==> src/rtl/ex_stage.sv <==
// Execute stage of the 16-bit pipeline: ALU, MEM-stage handoff registers and the zf/nf/cf flags.
// Latency 1 exec cycle (MUL: MUL_CYC+1 exec cycles when EX_MUL_EN is defined), nothing moves unless state==`EXEC.
// Backpressure: stall asks IF/ID to hold ex_ir while the iterative multiplier (EX_MUL_EN) is busy.

`ifndef EX_STAGE_DEFINES
`define EX_STAGE_DEFINES
`define EXEC  1'b1
`define IDLE  1'b0
`define NOP   5'b00000
`define HALT  5'b00001
`define LOAD  5'b00010
`define STORE 5'b00011
`define SLL   5'b00100
`define SRL   5'b00101
`define SLA   5'b00110
`define SRA   5'b00111
`define ADD   5'b01000
`define ADDI  5'b01001
`define SUB   5'b01010
`define SUBI  5'b01011
`define CMP   5'b01100
`define AND   5'b01101
`define OR    5'b01110
`define XOR   5'b01111
`define LDIH  5'b10000
`define ADDC  5'b10001
`define SUBC  5'b10010
`define MUL   5'b10011
`define JUMP  5'b11000
`endif

module ex_stage #(
    parameter int WIDTH = 16
`ifdef EX_MUL_EN
    , parameter int MUL_CYC = 16
`endif
) (
    input  logic             clock,
    input  logic             reset,
    input  logic             state,
    input  logic [WIDTH-1:0] ex_ir,
    input  logic [WIDTH-1:0] reg_A,
    input  logic [WIDTH-1:0] reg_B,
    input  logic [WIDTH-1:0] smdr,
    output logic [WIDTH-1:0] mem_ir,
    output logic [WIDTH-1:0] reg_C,
    output logic             dw,
    output logic [WIDTH-1:0] smdr1,
    output logic             zf,
    output logic             nf,
    output logic             cf,
    output logic             stall
);

    logic [4:0]       w_op;
    logic             w_exec;
    logic [3:0]       w_sh;
    logic [WIDTH:0]   w_sum;
    logic [WIDTH-1:0] w_res;
    logic             w_flag_upd;
    logic             w_cf_new;

    logic [WIDTH-1:0] r_mem_ir, r_reg_C, r_smdr1;
    logic             r_dw, r_zf, r_nf, r_cf;

    assign w_op   = ex_ir[WIDTH-1 -: 5];
    assign w_exec = (state == `EXEC);
    assign w_sh   = reg_B[3:0];

    // Single-cycle ALU: result, whether the op touches flags, and the new carry/borrow.
    always_comb begin
        w_sum      = '0;
        w_res      = '0;
        w_flag_upd = 1'b0;
        w_cf_new   = 1'b0;
        case (w_op)
            `ADD, `ADDI: begin
                w_sum = {1'b0, reg_A} + {1'b0, reg_B};
                w_res = w_sum[WIDTH-1:0]; w_flag_upd = 1'b1; w_cf_new = w_sum[WIDTH];
            end
            `LOAD, `STORE: begin
                w_sum = {1'b0, reg_A} + {1'b0, reg_B};
                w_res = w_sum[WIDTH-1:0];
            end
            `ADDC: begin
                w_sum = {1'b0, reg_A} + {1'b0, reg_B} + {{WIDTH{1'b0}}, r_cf};
                w_res = w_sum[WIDTH-1:0]; w_flag_upd = 1'b1; w_cf_new = w_sum[WIDTH];
            end
            // Zero-extended 17-bit subtraction: bit 16 set exactly when the result went negative.
            `SUB, `SUBI, `CMP: begin
                w_sum = {1'b0, reg_A} - {1'b0, reg_B};
                w_res = w_sum[WIDTH-1:0]; w_flag_upd = 1'b1; w_cf_new = w_sum[WIDTH];
            end
            `SUBC: begin
                w_sum = {1'b0, reg_A} - {1'b0, reg_B} - {{WIDTH{1'b0}}, r_cf};
                w_res = w_sum[WIDTH-1:0]; w_flag_upd = 1'b1; w_cf_new = w_sum[WIDTH];
            end
            `AND: begin w_res = reg_A & reg_B; w_flag_upd = 1'b1; end
            `OR:  begin w_res = reg_A | reg_B; w_flag_upd = 1'b1; end
            `XOR: begin w_res = reg_A ^ reg_B; w_flag_upd = 1'b1; end
            `SLL, `SLA: begin w_res = reg_A << w_sh; w_flag_upd = 1'b1; end
            `SRL: begin w_res = reg_A >> w_sh; w_flag_upd = 1'b1; end
            `SRA: begin w_res = WIDTH'($signed(reg_A) >>> w_sh); w_flag_upd = 1'b1; end
            `LDIH: w_res = reg_B;
            default: w_res = '0;
        endcase
    end

`ifdef EX_MUL_EN
    localparam int CW = (MUL_CYC > 1) ? $clog2(MUL_CYC) : 1;

    logic                 r_busy;
    logic [CW-1:0]        r_cnt;
    logic [2*WIDTH-1:0]   r_mcand;
    logic [WIDTH-1:0]     r_mplier;
    logic [2*WIDTH-1:0]   r_prod;
    logic [2*WIDTH-1:0]   w_prod_next;
    logic                 w_mul_last;
    logic                 w_mul_path;

    assign w_prod_next = r_prod + (r_mplier[0] ? r_mcand : '0);
    assign w_mul_last  = r_busy && (r_cnt == CW'(MUL_CYC - 1));
    assign w_mul_path  = r_busy || (w_op == `MUL);
    // ID is released in the retiring cycle so the next instruction arrives right behind the product.
    assign stall       = (w_op == `MUL) && !w_mul_last;

    // Shift-add multiplier: operands latched on the first MUL edge, one multiplier bit per exec edge.
    always_ff @(posedge clock or negedge reset) begin
        if (!reset) begin
            r_busy   <= 1'b0;
            r_cnt    <= '0;
            r_mcand  <= '0;
            r_mplier <= '0;
            r_prod   <= '0;
        end else if (w_exec) begin
            if (!r_busy && (w_op == `MUL)) begin
                r_busy   <= 1'b1;
                r_cnt    <= '0;
                r_mcand  <= {{WIDTH{1'b0}}, reg_A};
                r_mplier <= reg_B;
                r_prod   <= '0;
            end else if (r_busy) begin
                r_prod   <= w_prod_next;
                r_mcand  <= r_mcand << 1;
                r_mplier <= r_mplier >> 1;
                if (w_mul_last) begin
                    r_busy <= 1'b0;
                    r_cnt  <= '0;
                end else begin
                    r_cnt  <= r_cnt + CW'(1);
                end
            end
        end
    end
`else
    assign stall = 1'b0;
`endif

    // Pipeline register toward MEM plus the architectural flags.
    always_ff @(posedge clock or negedge reset) begin
        if (!reset) begin
            r_mem_ir <= '0;
            r_reg_C  <= '0;
            r_smdr1  <= '0;
            r_dw     <= 1'b0;
            r_zf     <= 1'b0;
            r_nf     <= 1'b0;
            r_cf     <= 1'b0;
        end else if (w_exec) begin
            r_smdr1 <= smdr;
`ifdef EX_MUL_EN
            if (w_mul_path) begin
                // While multiplying, MEM sees NOP bubbles; the real MUL word goes out with its product.
                r_dw <= 1'b0;
                if (w_mul_last) begin
                    r_mem_ir <= ex_ir;
                    r_reg_C  <= w_prod_next[WIDTH-1:0];
                    r_zf     <= (w_prod_next[WIDTH-1:0] == '0);
                    r_nf     <= w_prod_next[WIDTH-1];
                    r_cf     <= |w_prod_next[2*WIDTH-1:WIDTH];
                end else begin
                    r_mem_ir <= '0;
                end
            end else
`endif
            begin
                r_mem_ir <= ex_ir;
                r_reg_C  <= w_res;
                r_dw     <= (w_op == `STORE);
                if (w_flag_upd) begin
                    r_zf <= (w_res == '0);
                    r_nf <= w_res[WIDTH-1];
                    r_cf <= w_cf_new;
                end
            end
        end
    end

    assign mem_ir = r_mem_ir;
    assign reg_C  = r_reg_C;
    assign smdr1  = r_smdr1;
    assign dw     = r_dw;
    assign zf     = r_zf;
    assign nf     = r_nf;
    assign cf     = r_cf;

endmodule

==> config.mk <==
export PLATFORM = sky130hd
export DESIGN_NAME = ex_stage
export DESIGN_NICKNAME = d
export VERILOG_FILES = /design/src/rtl/ex_stage.sv
export SDC_FILE = /design/constraint.sdc
export NUM_CORES = 1
export LEC_CHECK = 0
export BUFFER_PORTS_ARGS = -buffer_cell sky130_fd_sc_hd__buf_4
export CAP_MARGIN = 20
export CELL_PAD_IN_SITES_DETAIL_PLACEMENT = 1
export CELL_PAD_IN_SITES_GLOBAL_PLACEMENT = 1
export CORE_ASPECT_RATIO = 1.4
export CORE_MARGIN = 10
export CORE_UTILIZATION = 40
export CTS_BUF_LIST = sky130_fd_sc_hd__clkbuf_4
export CTS_CLUSTER_DIAMETER = 40
export DETAILED_ROUTE_END_ITERATION = 10
export PLACE_DENSITY = 0.82
export SYNTH_ARGS = -nofsm -noshare
export SYNTH_HDL_FRONTEND = slang
export SYNTH_SLANG_ARGS = --single-unit
==> constraint.sdc <==
create_clock -name clock -period 4.4 [get_ports clock]
set_input_delay 0.88 -clock clock [delete_from_list [all_inputs] [get_ports clock]]
set_output_delay 0.88 -clock clock [all_outputs]
set_load 0.01 [all_outputs]
==> summary.txt, run 1 <==
Finish
  • Final Net Count: 1185
  • Diode count: 0
  • Layout cell share with drive strength beyond 1: 31.5%
  • Area grow syn2layout: 25.3%

Drt
  • Iter 0 DRT Violations: 676
  • Total number of vias: 8068
  • DR vias/cell: 6.21
  • DRT antenna net count: 0
  • Avg WL per Cell: 24.4 microns
  • Detailed-router iteration count before antenna repair: 5
  • Number of remaining DRC errors: 0
  • Total wire length: 31.8 mm

Floorplan
  • Area of the die: 24100 sq um
  • Area of the core: 18000 sq um
  • Die height: 180 microns
  • Initial Util: 40.6%
  • Num ports: 120
  • Row count: 58
  • Die W: 134 microns

Status
  • Status: finished, final reports clean

Clock tree
  • Setup bufs post-CTS: 0
  • Worst-path clk slew: 0.13 ns
  • TritonCTS buffer count: 5
  • Clock Latency Late Sink: 0.38 ns
  • Root Buffer: clkbuf_4
  • TritonCTS clock tree: yes
  • Clock Sinks: 52
  • Clk buf depth: 2
  • H-Tree Depth: 2
  • Cts hold-fix bufs: 0
  • PostCTS Resize Cnt: 0

Logic synthesis
  • Number of synthesized flops with an enable pin: 0
  • Mapped Nets: 1001
  • Mapped Cells: 876
  • Synth top area cells: dfrtp_1, ha_1, mux4_2
  • Ys async rst share: 100%
  • Sequential fraction of the synthesis area: 17.8%
  • Synth warn: 0
  • Seq cells post-synth: 52
  • Synth cell types: 94
  • Mapped cell area: 7300 sq um
  • Syn avg cell area: 8.34 sq um
  • Synth cell count leaders: nor2_1, a21oi_1, ha_1
  • Post-synth top area share: 17.8%
  • Count leader, synth: nor2_1
  • Yosys top cell by area: dfrtp_1
  • Synth Flop Type: dfrtp_1

Setup path
  • Worst EP required: 4.73 ns
  • Worst Setup End Kind: flop
  • CP Class: primary input to flop
  • Critical path arrival: 4.49 ns
  • FF-to-FF Start: cf
  • Crit path launch type: primary input
  • Crit path launch: reg_B[0]
  • Crit Path Max Fanout: 5

Placement
  • I/O Buffers: 118
  • Gpl congestion: 0.985
  • Post-DP HPWL: 26.2 mm

GRT
  • Grt total ovfl: 0
  • Vias in the first global route: 8493
  • Pin count of the biggest net entering global routing: 63
  • First-pass GRT wire length: 49.2 mm
  • Initial antenna violation count: 0
  • Overall Global Routing Usage: 25.4%

Pwr
  • LEAKAGE: 4.05 nW
  • Ratio of total power to cell area: 209 nW/um^2
  • Maximum VDD drop: 0.0000911 V
  • Overall power: 0.00191 W

Min path
  • Hold crit path type: primary input to asynchronous set/reset pin

Timing
  • Hold WS: 0.510 ns
  • Worst slew pin tran: 1.04 ns
  • Final Max Tran Viols: 0
  • Final setup fails: 0
  • Tcrit/Tclk final: 94.7%
  • RSZ-0062 raised after global routing: no
  • Min Clock Period, post-route: 4.17 ns
  • Hold Violations, Final: 0
  • Max Clk Rate: 240 MHz
  • Relative slew slack: 29.7%
  • Worst Clk Skew: 0.00514 ns

Job
  • Max-cap violations: 0
[cell type report]
class	count	area (sq um)
fill	2259	8840
multi-input combinational	715	5550
tap	240	300
clock buffer	5	37.5
inverter	54	205
sequential	52	1300
timing repair buffer	232	1750
clock inverter	2	7.51
[flip-flops by register name (all words and copies together) (netlist names)]
register  cells
cf            1
zf            1
dw            1
reg_C        16
nf            1
smdr1        16
mem_ir       16
[metal layers]
layer,share of wire [%],vias to the layer above,track usage [%]
met1,39,3946,29.2
met4,6.4,0,15.4
met2,49,373,43.4
met5,0,-,0
met3,6.0,110,3.49
li1,-,3639,-
[worst paths after layout]
check / end / slack [ns] / cells after the start
worst max-delay path: zf / 0.23 / 16
worst min-delay path: reg_C[2] / 0.51 / 1
worst max register to register: zf / 1.04 / 13
worst min register to register: nf / 0.51 / 2
max in group asynchronous: smdr1[11] / 3.45 / 1
min in group clock: nf / 0.51 / 2
[kinds of logic (layout without fill, tap and decap cells)]
kind of cell | Yosys count | after routing | share of synthesized area (%)
other cells | 1 | 1 | 0.0513
xor+xnor | 39 | 39 | 5.14
flops | 52 | 52 | 17.8
fa+ha+maj | 58 | 58 | 10.1
simple gates | 296 | 296 | 21.1
buf+inv | 109 | 293 | 6.39
mux | 66 | 66 | 14.3
compound gates | 255 | 255 | 25.1
[worst max-delay path, stage by stage]
cell and delay, ns:
buf_4 0.10, ha_1 0.19, inv_1 0.07, fa_1 0.38, nor2b_1 0.24, o2111ai_1 0.24, nand3b_1 0.27, xnor2_4 0.19
o22ai_1 0.12, nor4b_1 0.44, o221ai_1 0.24, nor4_1 0.40, buf_4 0.18, and4_1 0.21, and4b_1 0.20, a32o_2 0.16
[layout by cell type (no fill, tap or decap), types with 6 or more instances in the layout]
cell type / synthesis / final
ha_1: 56 / 56
mux2_2: 36 / 36
o221ai_1: 11 / 11
nor2b_1: 12 / 12
o211ai_1: 13 / 13
and3_1: 6 / 6
nor2_1: 92 / 92
o22ai_1: 8 / 8
a221oi_1: 7 / 7
xnor2_1: 22 / 22
a22oi_1: 11 / 11
and2_1: 6 / 6
nand2_1: 48 / 48
xor2_1: 14 / 14
inv_1: 52 / 52
nand3_1: 28 / 28
nand2b_1: 9 / 9
nor4_1: 7 / 7
a21oi_1: 60 / 60
a211o_1: 7 / 7
buf_4: 5 / 231
o21ai_0: 31 / 31
or3_1: 8 / 8
mux4_2: 27 / 27
o31ai_1: 10 / 10
nor3_1: 27 / 26
dfrtp_1: 52 / 52
a31oi_1: 10 / 10
a211oi_1: 14 / 14
o2111ai_1: 7 / 7
nand3b_1: 6 / 6
a21o_1: 7 / 7
nand4_1: 8 / 8
[stage by stage]
step | util, % | TNS, ns | worst slack (ns) | instance area [sq um] | instances
final | 50.9 | 0 | 0.234 | 9150 | 1300
after CTS | 50.9 | 0 | 0.312 | 9150 | 1300
after detailed placement | 50.6 | -0.0987 | -0.0987 | 9110 | 1293
after global routing | 50.9 | 0 | 0.0565 | 9150 | 1300
after global placement | 50.6 | 0 | 0.0958 | 9110 | 1293
after floorplan | - | 0 | 0.0756 | 7300 | 876
[power by group]
group	leakage [nW]	switching [W]	internal [W]	total, W
Clock	0.0261	0.000139	0.0000560	0.000195
Sequential	0.621	0.0000334	0.000532	0.000565
Combinational	3.41	0.000635	0.000519	0.00115
Total	4.05	0.000808	0.00111	0.00191
Power figures use the tool's default switching activity.
==> run 2: changes to the inputs <==
--- a/config.mk
+++ b/config.mk
@@ -11,11 +11,11 @@
 export CELL_PAD_IN_SITES_GLOBAL_PLACEMENT = 1
 export CORE_ASPECT_RATIO = 1.4
 export CORE_MARGIN = 10
-export CORE_UTILIZATION = 40
+export CORE_UTILIZATION = 45
 export CTS_BUF_LIST = sky130_fd_sc_hd__clkbuf_4
 export CTS_CLUSTER_DIAMETER = 40
 export DETAILED_ROUTE_END_ITERATION = 10
-export PLACE_DENSITY = 0.82
+export PLACE_DENSITY = 0.91
 export SYNTH_ARGS = -nofsm -noshare
 export SYNTH_HDL_FRONTEND = slang
 export SYNTH_SLANG_ARGS = --single-unit
==> summary.txt, run 2 (synthesis gave the netlist of run 1 again) <==
Timing
  • Tcrit/Tclk final: 92.9% (was 94.7%)
  • Max Clk Rate: 245 MHz (was 240 MHz)
  • Min Clock Period, post-route: 4.09 ns (was 4.17 ns)
  • Relative slew slack: 34.5% (was 29.7%)
  • Final Max Tran Viols: 0 (unchanged)
  • RSZ-0062 raised after global routing: no (unchanged)
  • Worst slew pin tran: 0.971 ns (was 1.04 ns)
  • Final setup fails: 0 (unchanged)
  • Worst Clk Skew: 0.00740 ns (was 0.00514 ns)
  • Hold Violations, Final: 0 (unchanged)
  • Setup TNS: 0 ns (unchanged)

Pwr
  • LEAKAGE: 3.98 nW (was 4.05 nW)
  • Maximum VDD drop: 0.000207 V (was 0.0000911 V)
  • Overall power: 0.00194 W (was 0.00191 W)
  • Ratio of total power to cell area: 215 nW/um^2 (was 209 nW/um^2)

Finish
  • Commonest non-fill, non-tap cells in the layout: buf_4, nor2_1, a21oi_1 (unchanged)
  • Area grow syn2layout: 23.1% (was 25.3%)
  • Final Non-Filler Cells: 1246 (was 1300)
  • Layout cell share with drive strength beyond 1: 30.8% (was 31.5%)
  • Most common cell after layout, fill and taps aside: buf_4 (unchanged)
  • Fillers: 1977 (was 2259)
  • Final Net Count: 1170 (was 1185)

GRT
  • First-pass GRT wire length: 47.8 mm (was 49.2 mm)
  • Initial antenna violation count: 1 (was 0)
  • Grt total ovfl: 0 (unchanged)
  • Overall Global Routing Usage: 27.2% (was 25.4%)
  • Vias in the first global route: 8542 (was 8493)
  • Pin count of the biggest net entering global routing: 63 (unchanged)

Job
  • Max-cap violations: 0 (unchanged)

Placement
  • I/O Buffers: 118 (unchanged)
  • Post-DP HPWL: 25.4 mm (was 26.2 mm)
  • Gpl congestion: 0.990 (was 0.985)
  • Inst Count DP: 1237 (was 1293)

Clock tree
  • Clock Sinks: 52 (unchanged)
  • H-Tree Depth: 2 (unchanged)
  • Clk buf depth: 2 (unchanged)
  • Root Buffer: clkbuf_4 (unchanged)
  • Setup bufs post-CTS: 0 (unchanged)
  • TritonCTS clock tree: yes (unchanged)
  • Worst-path clk slew: 0.17 ns (was 0.13 ns)
  • Clock Latency Late Sink: 0.39 ns (was 0.38 ns)
  • Cts hold-fix bufs: 0 (unchanged)
  • PostCTS Resize Cnt: 0 (unchanged)
  • TritonCTS buffer count: 5 (unchanged)

Drt
  • WL met2: 15.2 mm (was 15.4 mm)
  • Max layer used: met4 (unchanged)
  • DRT antenna net count: 0 (unchanged)
  • Total wire length: 30.8 mm (was 31.8 mm)
  • Number of remaining DRC errors: 0 (unchanged)
  • Detailed-router iteration count before antenna repair: 5 (unchanged)
  • Total number of vias: 8051 (was 8068)
  • DR vias/cell: 6.46 (was 6.21)
  • Metal3 WL: 2.11 mm (was 1.91 mm)
  • Met1 Routed Length: 11.7 mm (was 12.4 mm)
  • Iter 0 DRT Violations: 637 (was 676)
  • Avg WL per Cell: 24.7 microns (was 24.4 microns)

Setup path
  • Crit Path Max Fanout: 5 (unchanged)
  • Worst Setup End Kind: flop (unchanged)
  • Crit path launch type: primary input (unchanged)
  • CP Class: primary input to flop (unchanged)
  • Reg2reg path depth: 12 (was 13)
  • Worst EP required: 4.75 ns (was 4.73 ns)
  • Critical path arrival: 4.44 ns (was 4.49 ns)

Floorplan
  • Initial Util: 45.5% (was 40.6%)
  • Die height: 171 microns (was 180 microns)
  • Row count: 55 (was 58)
  • Die W: 128 microns (was 134 microns)
  • Area of the core: 16000 sq um (was 18000 sq um)
  • Area of the die: 21800 sq um (was 24100 sq um)
  • Num ports: 120 (unchanged)

Min path
  • Hold crit path type: primary input to asynchronous set/reset pin (unchanged)

Status
  • Status: finished, final reports clean (unchanged)
-- run 2: final timing paths --
check / startpoint / to / slack [ns]
max: reg_A[0] / zf / 0.31
min in group clock: smdr1[0] / smdr1[0] / 0.53
max in group asynchronous: reset / reg_C[12] / 3.49
min: reset / reg_C[7] / 0.48
min reg2reg: smdr1[0] / smdr1[0] / 0.53
max reg2reg: cf / zf / 1.10
-- run 2: final cells by class --
| cell class | count | area [sq um] | area share [%] |
|---|---|---|---|
| inverters | 54 | 205 | 2.28 |
| diodes | 1 | 2.50 | 0.0278 |
| clock inverters | 3 | 27.5 | 0.306 |
| repair buffers | 217 | 1630 | 18.1 |
| clock buffers | 5 | 37.5 | 0.417 |
| flip-flops and latches | 52 | 1300 | 14.5 |
| well taps | 199 | 249 | 2.77 |
| multi-input cells | 715 | 5540 | 61.6 |
-- run 2: stage by stage --
step                      hold WS, ns  setup WS [ns]  cell area (sq um)  utilization, %
after CTS                       0.495          0.382               8990            56.1
after floorplan                 0.513         0.0756               7300               -
final                           0.481          0.314               8990            56.1
after detailed placement        0.498        -0.0525               8920            55.7
after global routing            0.518         0.0387               8990            56.1
after global placement          0.469         0.0855               8920            55.7
-- run 2: metal layers --
layer | track usage (%) | vias up
li1 | - | 3617
met1 | 30.2 | 3949
met2 | 48.0 | 381
met3 | 4.67 | 104
met4 | 14.8 | 0
met5 | 0 | -
-- run 2: power by group --
group	total, W	internal (W)	switching, W
Clock	0.000236	0.0000674	0.000168
Sequential	0.000564	0.000532	0.0000320
Combinational	0.00114	0.000506	0.000632
-- run 2: worst max-delay path: stages --
cell and delay (ns):
buf_4 0.11, inv_1 0.07, ha_1 0.23, fa_1 0.57
ha_1 0.30, o21ai_0 0.17, a221oi_1 0.40, o2111ai_1 0.24
nor4b_1 0.35, nand3_1 0.14, nor4_1 0.23, buf_4 0.17
and4_1 0.21, and4b_1 0.20, a32o_2 0.16
==> run 3: changes to the inputs <==
--- a/config.mk
+++ b/config.mk
@@ -5,7 +5,7 @@
 export SDC_FILE = /design/constraint.sdc
 export NUM_CORES = 1
 export LEC_CHECK = 0
-export BUFFER_PORTS_ARGS = -buffer_cell sky130_fd_sc_hd__buf_4
+export BUFFER_PORTS_ARGS = -buffer_cell sky130_fd_sc_hd__buf_2
 export CAP_MARGIN = 20
 export CELL_PAD_IN_SITES_DETAIL_PLACEMENT = 1
 export CELL_PAD_IN_SITES_GLOBAL_PLACEMENT = 1
==> summary.txt, run 3 (synthesis gave the netlist of run 1 again) <==
Min path
  • Hold crit path type: primary input to asynchronous set/reset pin (unchanged)

Finish
  • Commonest non-fill, non-tap cells in the layout: buf_4, buf_2, nor2_1 (was buf_4, nor2_1, a21oi_1)
  • Sequential cell area: 1300 sq um (unchanged)
  • Multi-input logic area: 5540 sq um (unchanged)
  • Diode count: 0 (was 1)
  • Final Net Count: 1199 (was 1170)
  • Most common cell after layout, fill and taps aside: buf_4 (unchanged)
  • Fillers: 1996 (was 1977)
  • Area grow syn2layout: 22.5% (was 23.1%)
  • Layout cell share with drive strength beyond 1: 32.5% (was 30.8%)

Timing
  • Hold Violations, Final: 0 (unchanged)
  • RSZ-0062 raised after global routing: no (unchanged)
  • Max Clk Rate: 238 MHz (was 245 MHz)
  • Setup TNS: 0 ns (unchanged)
  • Relative slew slack: 55.3% (was 34.5%)
  • Tcrit/Tclk final: 95.7% (was 92.9%)
  • Final Max Tran Viols: 0 (unchanged)
  • Min Clock Period, post-route: 4.21 ns (was 4.09 ns)
  • Worst slew pin tran: 0.671 ns (was 0.971 ns)
  • Final setup fails: 0 (unchanged)
  • Worst Clk Skew: 0.00512 ns (was 0.00740 ns)
  • Hold WS: 0.342 ns (was 0.481 ns)

Clock tree
  • Root Buffer: clkbuf_4 (unchanged)
  • Cts hold-fix bufs: 0 (unchanged)
  • Worst-path clk slew: 0.15 ns (was 0.17 ns)
  • Clock Latency Late Sink: 0.37 ns (was 0.39 ns)
  • PostCTS Resize Cnt: 0 (unchanged)
  • TritonCTS clock tree: yes (unchanged)
  • TritonCTS buffer count: 5 (unchanged)
  • Setup bufs post-CTS: 0 (unchanged)
  • H-Tree Depth: 2 (unchanged)
  • Clk buf depth: 2 (unchanged)
  • Clock Sinks: 52 (unchanged)

Floorplan
  • Die height: 171 microns (unchanged)
  • Die W: 128 microns (unchanged)
  • Area of the die: 21800 sq um (unchanged)
  • Row count: 55 (unchanged)
  • Initial Util: 45.5% (unchanged)
  • Area of the core: 16000 sq um (unchanged)
  • Num ports: 120 (unchanged)

Setup path
  • CP most frequent cell: buf_4
  • Critical path arrival: 4.53 ns (was 4.44 ns)
  • Reg2reg path depth: 13 (was 12)
  • Worst EP required: 4.72 ns (was 4.75 ns)
  • Crit path launch type: primary input (unchanged)
  • Crit Path Max Fanout: 4 (was 5)
  • Worst Setup End Kind: flop (unchanged)
  • Critical path cell sequence: buf_2, buf_4, ha_1, inv_1, fa_1, nor2b_1, o2111ai_1, nand3b_1, xnor2_4, o22ai_1, nor4b_1, buf_4, o221ai_1, nor4_1, buf_4, and4_1, and4b_1, a32o_2 (was buf_4, inv_1, ha_1, fa_1, ha_1, o21ai_0, a221oi_1, o2111ai_1, nor4b_1, nand3_1, nor4_1, buf_4, and4_1, and4b_1, a32o_2)
  • Crit-path slowest cell: fa_1 (unchanged)
  • CP Class: primary input to flop (unchanged)
  • CP peak stage delay: 0.42 ns (was 0.57 ns)

Placement
  • Gpl congestion: 0.982 (was 0.990)
  • Post-DP HPWL: 25.7 mm (was 25.4 mm)
  • I/O Buffers: 118 (unchanged)

Drt
  • DRT antenna net count: 0 (unchanged)
  • Detailed-router iteration count before antenna repair: 5 (unchanged)
  • Avg WL per Cell: 24.3 microns (was 24.7 microns)
  • Total number of vias: 8226 (was 8051)
  • Iter 0 DRT Violations: 582 (was 637)
  • DR vias/cell: 6.46 (about the same)
  • Total wire length: 31.0 mm (was 30.8 mm)
  • Number of remaining DRC errors: 0 (unchanged)

Job
  • Max-cap violations: 0 (unchanged)

GRT
  • Pin count of the biggest net entering global routing: 63 (unchanged)
  • Overall Global Routing Usage: 27.7% (was 27.2%)
  • Initial antenna violation count: 0 (was 1)
  • First-pass GRT wire length: 48.6 mm (was 47.8 mm)
  • Grt total ovfl: 0 (unchanged)
  • Vias in the first global route: 8877 (was 8542)

Pwr
  • LEAKAGE: 4.04 nW (was 3.98 nW)
  • Ratio of total power to cell area: 219 nW/um^2 (was 215 nW/um^2)
  • Maximum VDD drop: 0.000186 V (was 0.000207 V)

Status
  • Status: finished, final reports clean (unchanged)
[run 3: cell types whose count changed in the layout (fill, tap and decap cells not counted), sizes merged]
cell      delta
clkinv       +1
buf         +29
diode        -1
clkinvlp     -1
inv          -1
bufinv       +1
[run 3: final timing paths]
path / start / endpoint / slack, ns
setup / recovery: reg_A[0] / zf / 0.19
hold / removal: reset / smdr1[7] / 0.34
setup reg to reg: cf / zf / 1.13
hold reg to reg: mem_ir[1] / mem_ir[1] / 0.52
max in group asynchronous: reset / reg_C[12] / 3.57
min in group clock: mem_ir[1] / mem_ir[1] / 0.52
[run 3: report_power, final]
group | internal, W | switching [W]
registers | 0.000532 | 0.0000305
logic | 0.000490 | 0.000642
clock network | 0.000116 | 0.000152
total | 0.00114 | 0.000825
[run 3: stage by stage]
step                      power [W]  setup WS, ns  util (%)  std cells  instance area [sq um]
after floorplan             0.00120        0.0756         -        876                   7300
after global placement      0.00164        0.0122      55.2       1265                   8850
after detailed placement    0.00168        -0.144      55.2       1265                   8850
after CTS                   0.00196         0.259      55.7       1273                   8930
after global routing        0.00208        0.0225      55.8       1274                   8950
final                       0.00196         0.190      55.8       1274                   8950
[run 3: critical path, delay by kind of cell]
kind	cells	cell delay (ns)
AND/OR/NAND/NOR	6	1.63
buffers and inverters	5	0.63
adder cells (fa/ha/maj)	2	0.60
AO/OA/AOI/OAI	4	0.60
XOR/XNOR	1	0.17
[run 3: per-layer routing]
layer / part of all wire, % / global-route usage [%]
met4: 6.4 / 17.2
met5: 0 / 0
met1: 37 / 29.4
met3: 7.3 / 5.36
met2: 50 / 49.0
[run 3: final cells by class]
cell class | count | area share [%]
inverter | 54 | 2.29
clock inverter | 3 | 0.420
clock buffer | 5 | 0.420
tap | 199 | 2.78
multi-input combinational | 715 | 61.9
sequential | 52 | 14.5
timing repair buffer | 246 | 17.6
